## src/rtl/cpu_alu_seq.sv

```systemverilog
// Sequential CPU ALU: result = B op A with C/V/N/Z flags, a start/busy/done
// handshake and an optional extra cycle for BCD correction on ADC/SBC.
module cpu_alu_seq #(
  parameter int unsigned W          = 8,
  parameter bit          DECIMAL_EN = 1'b1
) (
  input  logic         clk,
  input  logic         rst_n,
  input  logic         start,
  input  logic [3:0]   op,
  input  logic         d,
  input  logic [W-1:0] A,
  input  logic [W-1:0] B,
  input  logic         flag_wr,
  input  logic [3:0]   flag_d,
  output logic [W-1:0] result,
  output logic         flag_c,
  output logic         flag_v,
  output logic         flag_n,
  output logic         flag_z,
  output logic         busy,
  output logic         done
);
  localparam int unsigned NIB     = W / 4;
  localparam bit          DEC_EFF = DECIMAL_EN && ((W % 4) == 0);

  typedef enum logic [1:0] {S_IDLE, S_EXEC, S_ADJ} state_e;
  typedef enum logic [3:0] {
    OP_PASS_A, OP_PASS_B, OP_ADC, OP_SBC, OP_OR, OP_AND, OP_EOR, OP_INC,
    OP_DEC, OP_ASL, OP_LSR, OP_ROL, OP_ROR, OP_CMP, OP_RSV14, OP_RSV15
  } op_e;

  state_e         state_q, state_d;
  op_e            op_q, op_d;
  logic           dec_q, dec_d, cin_q, cin_d;
  logic [W-1:0]   a_q, a_d, b_q, b_d;
  logic [W-1:0]   result_q, result_d;
  logic           fc_q, fc_d, fv_q, fv_d, fn_q, fn_d, fz_q, fz_d;
  logic           busy_q, busy_d, done_q, done_d;

  // BCD add: nibble walk from the LSB, +6 correction on any nibble sum above 9
  function automatic logic [W:0] bcd_add(input logic [W-1:0] a, input logic [W-1:0] b,
                                         input logic cin);
    logic [W-1:0] r;
    logic         c;
    logic [5:0]   s;
    r = '0;
    c = cin;
    for (int i = 0; i < int'(NIB); i++) begin
      s = 6'(a[4*i +: 4]) + 6'(b[4*i +: 4]) + 6'(c);
      if (s > 6'd9) begin
        s = s + 6'd6;
        c = 1'b1;
      end else begin
        c = 1'b0;
      end
      r[4*i +: 4] = s[3:0];
    end
    return {c, r};
  endfunction

  // BCD subtract: running borrow, -6 correction on any negative nibble difference
  function automatic logic [W:0] bcd_sub(input logic [W-1:0] a, input logic [W-1:0] b,
                                         input logic cin);
    logic [W-1:0] r;
    logic         bw;
    logic [5:0]   s;
    r  = '0;
    bw = ~cin;
    for (int i = 0; i < int'(NIB); i++) begin
      s = 6'(b[4*i +: 4]) - 6'(a[4*i +: 4]) - 6'(bw);
      if (s[5]) begin
        s  = s - 6'd6;
        bw = 1'b1;
      end else begin
        bw = 1'b0;
      end
      r[4*i +: 4] = s[3:0];
    end
    return {~bw, r};
  endfunction

  logic [W:0]   add_sum, sub_sum, cmp_diff, dec_sum, dec_diff;
  logic         add_v, sub_v;

  assign add_sum  = {1'b0, b_q} + {1'b0, a_q} + (W+1)'(cin_q);
  assign sub_sum  = {1'b0, b_q} + {1'b0, ~a_q} + (W+1)'(cin_q);
  assign cmp_diff = {1'b0, b_q} + {1'b0, ~a_q} + (W+1)'(1'b1);
  assign add_v    = (a_q[W-1] == b_q[W-1]) && (add_sum[W-1] != b_q[W-1]);
  assign sub_v    = (a_q[W-1] != b_q[W-1]) && (sub_sum[W-1] != b_q[W-1]);
  assign dec_sum  = bcd_add(a_q, b_q, cin_q);
  assign dec_diff = bcd_sub(a_q, b_q, cin_q);

  logic [W-1:0] ex_res, ex_nz;
  logic         ex_wr_nz, ex_c, ex_v;

  // Binary operation results; CMP takes N/Z from the difference, not the result
  always_comb begin
    ex_res   = result_q;
    ex_wr_nz = 1'b1;
    ex_c     = fc_q;
    ex_v     = fv_q;
    case (op_q)
      OP_PASS_A: ex_res = a_q;
      OP_PASS_B: ex_res = b_q;
      OP_ADC:    begin ex_res = add_sum[W-1:0]; ex_c = add_sum[W]; ex_v = add_v; end
      OP_SBC:    begin ex_res = sub_sum[W-1:0]; ex_c = sub_sum[W]; ex_v = sub_v; end
      OP_OR:     ex_res = b_q | a_q;
      OP_AND:    ex_res = b_q & a_q;
      OP_EOR:    ex_res = b_q ^ a_q;
      OP_INC:    ex_res = b_q + W'(1);
      OP_DEC:    ex_res = b_q - W'(1);
      OP_ASL:    begin ex_res = {b_q[W-2:0], 1'b0};  ex_c = b_q[W-1]; end
      OP_LSR:    begin ex_res = {1'b0, b_q[W-1:1]};  ex_c = b_q[0];   end
      OP_ROL:    begin ex_res = {b_q[W-2:0], cin_q}; ex_c = b_q[W-1]; end
      OP_ROR:    begin ex_res = {cin_q, b_q[W-1:1]}; ex_c = b_q[0];   end
      OP_CMP:    ex_c = cmp_diff[W];
      default:   begin ex_res = a_q; ex_wr_nz = 1'b0; end
    endcase
    ex_nz = (op_q == OP_CMP) ? cmp_diff[W-1:0] : ex_res;
  end

  always_comb begin
    state_d  = state_q;
    op_d     = op_q;
    dec_d    = dec_q;
    cin_d    = cin_q;
    a_d      = a_q;
    b_d      = b_q;
    result_d = result_q;
    fc_d     = fc_q;
    fv_d     = fv_q;
    fn_d     = fn_q;
    fz_d     = fz_q;
    busy_d   = busy_q;
    done_d   = 1'b0;
    case (state_q)
      S_IDLE: begin
        busy_d = 1'b0;
        if (start) begin
          op_d    = op_e'(op);
          dec_d   = d & DEC_EFF;
          cin_d   = fc_q;
          a_d     = A;
          b_d     = B;
          busy_d  = 1'b1;
          state_d = S_EXEC;
        end else if (flag_wr) begin
          {fc_d, fv_d, fn_d, fz_d} = flag_d;
        end
      end
      S_EXEC: begin
        if (dec_q && (op_q == OP_ADC || op_q == OP_SBC)) begin
          state_d = S_ADJ;
        end else begin
          result_d = ex_res;
          fc_d     = ex_c;
          fv_d     = ex_v;
          if (ex_wr_nz) begin
            fn_d = ex_nz[W-1];
            fz_d = (ex_nz == '0);
          end
          done_d  = 1'b1;
          busy_d  = 1'b0;
          state_d = S_IDLE;
        end
      end
      S_ADJ: begin
        // V is always taken from the binary computation, C/N/Z from the BCD one
        if (op_q == OP_ADC) begin
          {fc_d, result_d} = dec_sum;
          fv_d             = add_v;
        end else begin
          {fc_d, result_d} = dec_diff;
          fv_d             = sub_v;
        end
        fn_d    = result_d[W-1];
        fz_d    = (result_d == '0);
        done_d  = 1'b1;
        busy_d  = 1'b0;
        state_d = S_IDLE;
      end
      default: state_d = S_IDLE;
    endcase
  end

  always_ff @(posedge clk or negedge rst_n) begin
    if (!rst_n) begin
      state_q  <= S_IDLE;
      op_q     <= OP_PASS_A;
      dec_q    <= 1'b0;
      cin_q    <= 1'b0;
      a_q      <= '0;
      b_q      <= '0;
      result_q <= '0;
      fc_q     <= 1'b0;
      fv_q     <= 1'b0;
      fn_q     <= 1'b0;
      fz_q     <= 1'b0;
      busy_q   <= 1'b0;
      done_q   <= 1'b0;
    end else begin
      state_q  <= state_d;
      op_q     <= op_d;
      dec_q    <= dec_d;
      cin_q    <= cin_d;
      a_q      <= a_d;
      b_q      <= b_d;
      result_q <= result_d;
      fc_q     <= fc_d;
      fv_q     <= fv_d;
      fn_q     <= fn_d;
      fz_q     <= fz_d;
      busy_q   <= busy_d;
      done_q   <= done_d;
    end
  end

  assign result = result_q;
  assign flag_c = fc_q;
  assign flag_v = fv_q;
  assign flag_n = fn_q;
  assign flag_z = fz_q;
  assign busy   = busy_q;
  assign done   = done_q;

endmodule

```

## config.mk

```make
export PLATFORM = sky130hd
export DESIGN_NAME = cpu_alu_seq
export DESIGN_NICKNAME = d
export VERILOG_FILES = /design/src/rtl/cpu_alu_seq.sv
export SDC_FILE = /design/constraint.sdc
export NUM_CORES = 1
export LEC_CHECK = 0
export CORE_MARGIN = 2
export CORE_UTILIZATION = 30
export CTS_CLUSTER_SIZE = 10
export DETAILED_ROUTE_END_ITERATION = 16
export PLACE_DENSITY = 0.5
export SLEW_MARGIN = 20
export SYNTH_ARGS = -nofsm -noshare
export SYNTH_HDL_FRONTEND = slang
export SYNTH_SLANG_ARGS = --single-unit
```

## constraint.sdc

```tcl
create_clock -name clk -period 4.7 [get_ports clk]
set_input_delay 0.47 -clock clk [delete_from_list [all_inputs] [get_ports clk]]
set_output_delay 0.47 -clock clk [all_outputs]
set_load 0.02 [all_outputs]
```

* After elaboration in Yosys (flattened, before gate mapping) *
Cells that the tools add are included.

cells by class
  $add $sub $neg = 19
  reductions and logical operators = 19
  mux-type cells = 45
  magnitude comparators = 2
  equal/unequal tests = 26
  bitwise logic cells = 6

operators with widths
  kind                                                                             number
  8-bit case mux with 13 select lines                                              1
  8-bit two-way mux                                                                4
  4-bit equality test, second input constant                                       6
  1-bit two-way mux                                                                24
  8-bit by 8-bit adder with 9-bit output                                           2
  9-bit by 1-bit adder with 9-bit output                                           2
  4-bit by 3-bit equality test with 1-bit output, second input constant            4
  8-bit logical NOT                                                                2
  4-bit two-way mux                                                                4
  8-bit case mux with 2 select lines                                               1
  1-bit case mux with 3 select lines                                               5
  5-bit AND reduction                                                              3
  14-bit OR reduction                                                              1
  5-bit by 1-bit adder with 6-bit output                                           2
  6-bit by 4-bit greater-than comparator with 1-bit output, second input constant  2
  5-bit by 2-bit subtractor with 6-bit output                                      2
  4-bit by 4-bit adder with 5-bit output                                           2
  2-bit inequality test, second input constant                                     5
  4-bit by 4-bit subtractor with 5-bit output                                      2
  9-bit by 1-bit adder with 9-bit output, second input constant                    1
  4-bit by 3-bit adder with 4-bit output, second input constant                    2
  8-bit by 1-bit adder with 8-bit output, second input constant                    1
  8-bit bitwise AND                                                                1
  4-bit by 2-bit equality test with 1-bit output, second input constant            2
  25 further kinds                                                                 36

word-level totals
  bits in registers = 38
  input bits = 29
  word-level logic and storage cells = 130

* Logic depth before layout (Yosys ltp) *
  depth in word-level cells = 11
  gate-level depth with buffers = 19
  gate-level depth less buffers = 19

* Worst setup path before layout *
No wires, ideal clock.

  path type = register to register
  start = reg b_q[0]
  end = reg fz_q (netlist: flag_z)
  path buffers = 0
  arrival = 4.639 ns
  setup time = 0.074 ns
  clock period less this slack = 4.713 ns
  stages on the path, launching flop included = 20
  path slack = -0.013 ns
  data required time = 4.626 ns
  cell sequence = dfrtp_1 > inv_1 > fa_1 > inv_1 > fa_1 > xnor2_1 > and2_1 > o21ai_1 > inv_1 > fa_1 > fa_1 > inv_1 > o32a_1 > o311ai_2 > nor2_1 > o21ai_0 > o21ai_0 > or4_1 > o31a_1 > o21ai_2

on the way
  longest elaborated chain between the ends = 11
  elaborated cells on any way between the ends = 37
  classes of those cells = add/sub: 17; order compare: 2; mux: 13; bitwise: 3; reduce/logical: 2

RTL lines
  what                                                                                                                       RTL line  text
  start: declaration                                                                                                         36        logic [W-1:0] a_q, a_d, b_q, b_d;
  start signal: assignment                                                                                                   194       b_q <= '0;
  start signal: assignment                                                                                                   208       b_q <= b_d;
  4-bit by 4-bit adder with 5-bit output                                                                                     50        s = 6'(a[4*i +: 4]) + 6'(b[4*i +: 4]) + 6'(c);
  5-bit by 1-bit adder with 6-bit output                                                                                     50
  6-bit by 4-bit greater-than comparator with 1-bit output                                                                   51        if (s > 6'd9) begin
  1-bit two-way mux                                                                                                          51
  5-bit by 1-bit adder with 6-bit output                                                                                     50
  6-bit by 4-bit greater-than comparator with 1-bit output / 4-bit by 3-bit adder with 4-bit output (equally long branches)  51, 52
  4-bit two-way mux                                                                                                          51
  8-bit two-way mux                                                                                                          170       if (op_q == OP_ADC) begin
  8-bit two-way mux                                                                                                          137       case (state_q)
  8-bit logical NOT                                                                                                          178       fz_d = (result_d == '0);
  1-bit case mux with 3 select lines *                                                                                       137
  end signal: assignment                                                                                                     213       fz_q <= fz_d;
  end: declaration                                                                                                           38        logic fc_q, fc_d, fv_q, fv_d, fn_q, fn_d, fz_q, fz_d;

Every way passes the cells marked *; elsewhere a longest branch is shown, timed or not. The select of a mux whose other input is x is not followed.
A chain may end at the register's enable or synchronous reset.

* Final worst setup path *
Same ends and word-level chain as after synthesis.

==> flow_metrics.env <==
export IMPL_fin_crit_ns=4.538
export IMPL_synth_cell_types=92
export IMPL_instances_no_fill=907
export IMPL_grt_pass1_wl_mm=27.87
export IMPL_drtIter0Drc=365
export IMPL_synth_edff_count=0
export IMPL_track_usage=0.1943
export IMPL_fin_skew_ns=0.004402
export IMPL_min_delay_path_class="input port to asynchronous set/reset pin"
export IMPL_synth_xor_area_share=0.07052
export IMPL_io_pins=43
export IMPL_die_w_um=135.6
export IMPL_muxShareOfSynthArea=0.07846
export IMPL_die_h_um=135.6
export IMPL_vias=5059
export IMPL_synth_most_common_cell="nor2_1"
export IMPL_grt_pass1_vias=4985
export IMPL_cts_hold_buffers=0
export IMPL_antenna_found_initial=0
export IMPL_first_pass_iters=5
export IMPL_worstRegToRegCells=19
export IMPL_numPortBuffers=42
export IMPL_synth_async_reset_ratio=1.000
export IMPL_worst_setup_path_type="register to register"
export IMPL_layout_drive_gt1_share=0.1481
export IMPL_clk_latency_ns=0.29
export IMPL_finalSetupViolCount=0
export IMPL_drtAntennaViolNets=0
export IMPL_fin_area_sq_um=6102
export IMPL_synth_warnings=0
export IMPL_grt_max_degree=39
export IMPL_synthSimpleGateAreaFrac=0.1819
export IMPL_arrival_ns=4.76
export IMPL_antennaDiodeCount=0
export IMPL_synth_area_top_cells="dfrtp_1 (18%), ha_1 (11%), mux2_2 (5.6%), xnor2_1 (4.9%), a21oi_1 (4.2%)"
export IMPL_yosysSeqAreaShare=0.1829
export IMPL_dp_hpwl_mm=13.78
export IMPL_core_area_sq_um=17120
export IMPL_crit_path_start="b_q[0]$_DFFE_PN0P_"
export IMPL_dp_cells=894
export IMPL_post_route_period_util=0.9655
export IMPL_cts_tree="done"
export IMPL_nFillCells=1800
export IMPL_ff2ff_setup_slack_ns=0.16
export IMPL_cp_max_fo=3
export IMPL_start_kind="register"
export IMPL_synthAdderAreaFrac=0.1458
export IMPL_postSynthCellCount=639
export IMPL_yosysTopAreaCellShare=0.1829
export IMPL_place_area_sq_um=5907
export IMPL_rr_endpoint="flag_z$_DFFE_PN0P_"
export IMPL_ys_ff_latch=38
export IMPL_fmax_mhz=220.4
export IMPL_r2r_start="b_q[0]$_DFFE_PN0P_"
export IMPL_yosys_area_top_type="dfrtp_1"
export IMPL_relSlewSlack=0.3116
export IMPL_wire_per_inst_um=19.32
export IMPL_yosys_top_cells_count="nor2_1 (56), inv_1 (49), ha_1 (47)"
export IMPL_row_count=48
export IMPL_worst_slew_pin_slew_ns=1.030
export IMPL_synth_top_family_by_area="compound AO/OA/AOI/OAI gates"
export IMPL_cts_made_buffers=5
export IMPL_nNetsFinal=766
export IMPL_area_growth_pct=17.38
export IMPL_syn_num_nets=723
export IMPL_routed_wl_mm=17.52
export IMPL_die_area_sq_um=18400
export IMPL_h_tree_depth=2
export IMPL_status="finished clean"
export IMPL_clockBufferDepth=2
export IMPL_start_util=0.3037
export IMPL_synth_area_sq_um=5199
export IMPL_drc=0
export IMPL_cts_sinks=38
export IMPL_cts_root_buf="clkbuf_16"
export IMPL_maxCapViolCount=0
export IMPL_slew_violations=0
export IMPL_clk_pin_slew_ns=0.06
export IMPL_synthFlopType="dfrtp_1"
export IMPL_viasPerCell=5.578
export IMPL_synth_compound_area_frac=0.2698
export IMPL_crit_path_end_kind="register"
export IMPL_overflow=0
export IMPL_gp_congestion=0.9334
export IMPL_cp_required_ns=4.92
export IMPL_finalHoldViolCount=0
export IMPL_avgSynthCellArea_sq_um=8.136
[sequential cells by signal, indices dropped and copies added (netlist names), 2 cells and up]
signal / flops
op_q: 4
b_q: 8
state_q: 2
result: 8
a_q: 8
[cells in the final DEF, fill, tap and decap left out, drive strengths merged, types with 10 or more instances in the layout]
| master | count |
|---|---|
| nor2b | 10 |
| o21ai | 41 |
| xnor2 | 29 |
| nor2 | 57 |
| o22ai | 10 |
| nand2 | 37 |
| dfrtp | 38 |
| buf | 31 |
| a31oi | 12 |
| xor2 | 12 |
| a21oi | 44 |
| inv | 50 |
| clkdlybuf4s50 | 41 |
| o211ai | 11 |
| mux2 | 27 |
| mux2i | 10 |
| a22oi | 10 |
| ha | 47 |
| nand3 | 15 |
[stage by stage]
step	TNS (ns)	utilization	setup slack [ns]	hold WS [ns]
floorplan	0	-	0.05742	0.1744
global placement	0	0.3451	0.1391	0.4959
detailed placement	0	0.3451	0.005081	0.5090
CTS	0	0.3529	0.002644	0.3385
global route	-0.008709	0.3565	-0.008709	0.3702
finish	0	0.3565	0.1623	0.3097
[area by class of cell]
| class | instances | area [sq um] | share of cell area |
|---|---|---|---|
| multi-input combinational | 515 | 3909 | 0.6406 |
| tap | 225 | 281.5 | 0.04613 |
| clock buffer | 7 | 132.6 | 0.02173 |
| inverter | 50 | 187.7 | 0.03076 |
| timing repair buffer | 72 | 640.6 | 0.1050 |
| sequential | 38 | 950.9 | 0.1558 |
[critical path, stage by stage, from the launching register on]
cell and delay, ns:
dfrtp_1 0.38, inv_2 0.07, fa_2 0.23, inv_2 0.05, fa_2 0.58, inv_2 0.05, and2_4 0.14, o21ai_4 0.15
inv_2 0.06, fa_2 0.38, fa_1 0.57, inv_2 0.05, o32a_1 0.29, o311ai_2 0.30, nor2_1 0.09, o21ai_1 0.14
o21ai_1 0.10, or4_1 0.54, o31a_1 0.26, o21ai_2 0.05
[how the worst max path moves through the flow]
stage | to | slack, ns | depth (start not counted)
6_report | flag_z$_DFFE_PN0P_ | 0.16 | 19
5_1_grt | flag_z$_DFFE_PN0P_ | -0.009 | 19
4_1_cts | flag_z$_DFFE_PN0P_ | 0.003 | 20
3_5_place_dp | flag_z$_DFFE_PN0P_ | 0.005 | 20
3_3_place_gp | flag_z$_DFFE_PN0P_ | 0.14 | 20
2_1_floorplan | flag_z$_DFFE_PN0P_ | 0.06 | 19
[cell families after synthesis]
| logic type | after synthesis |
|---|---|
| xor+xnor | 41 |
| fa+ha+maj | 56 |
| compound gates | 201 |
| buf+inv | 86 |
| simple gates | 180 |
| mux | 37 |
| flops | 38 |
[routing by layer]
layer / up-vias / part of all wire / global-route usage
li1: 2408 / - / -
met1: 2454 / 0.45 / 0.2637
met2: 171 / 0.47 / 0.3227
met3: 26 / 0.056 / 0.02132
met4: 0 / 0.025 / 0.06250
met5: - / 0 / 0
[what timing repair did]
item,in CTS,in global routing
resized for setup,0,14
setup endpoints to repair,0,2
buffers inserted,0,6
Power is not shown: default switching activity piles up to over one toggle a cycle in this logic, so the estimate is an artifact.
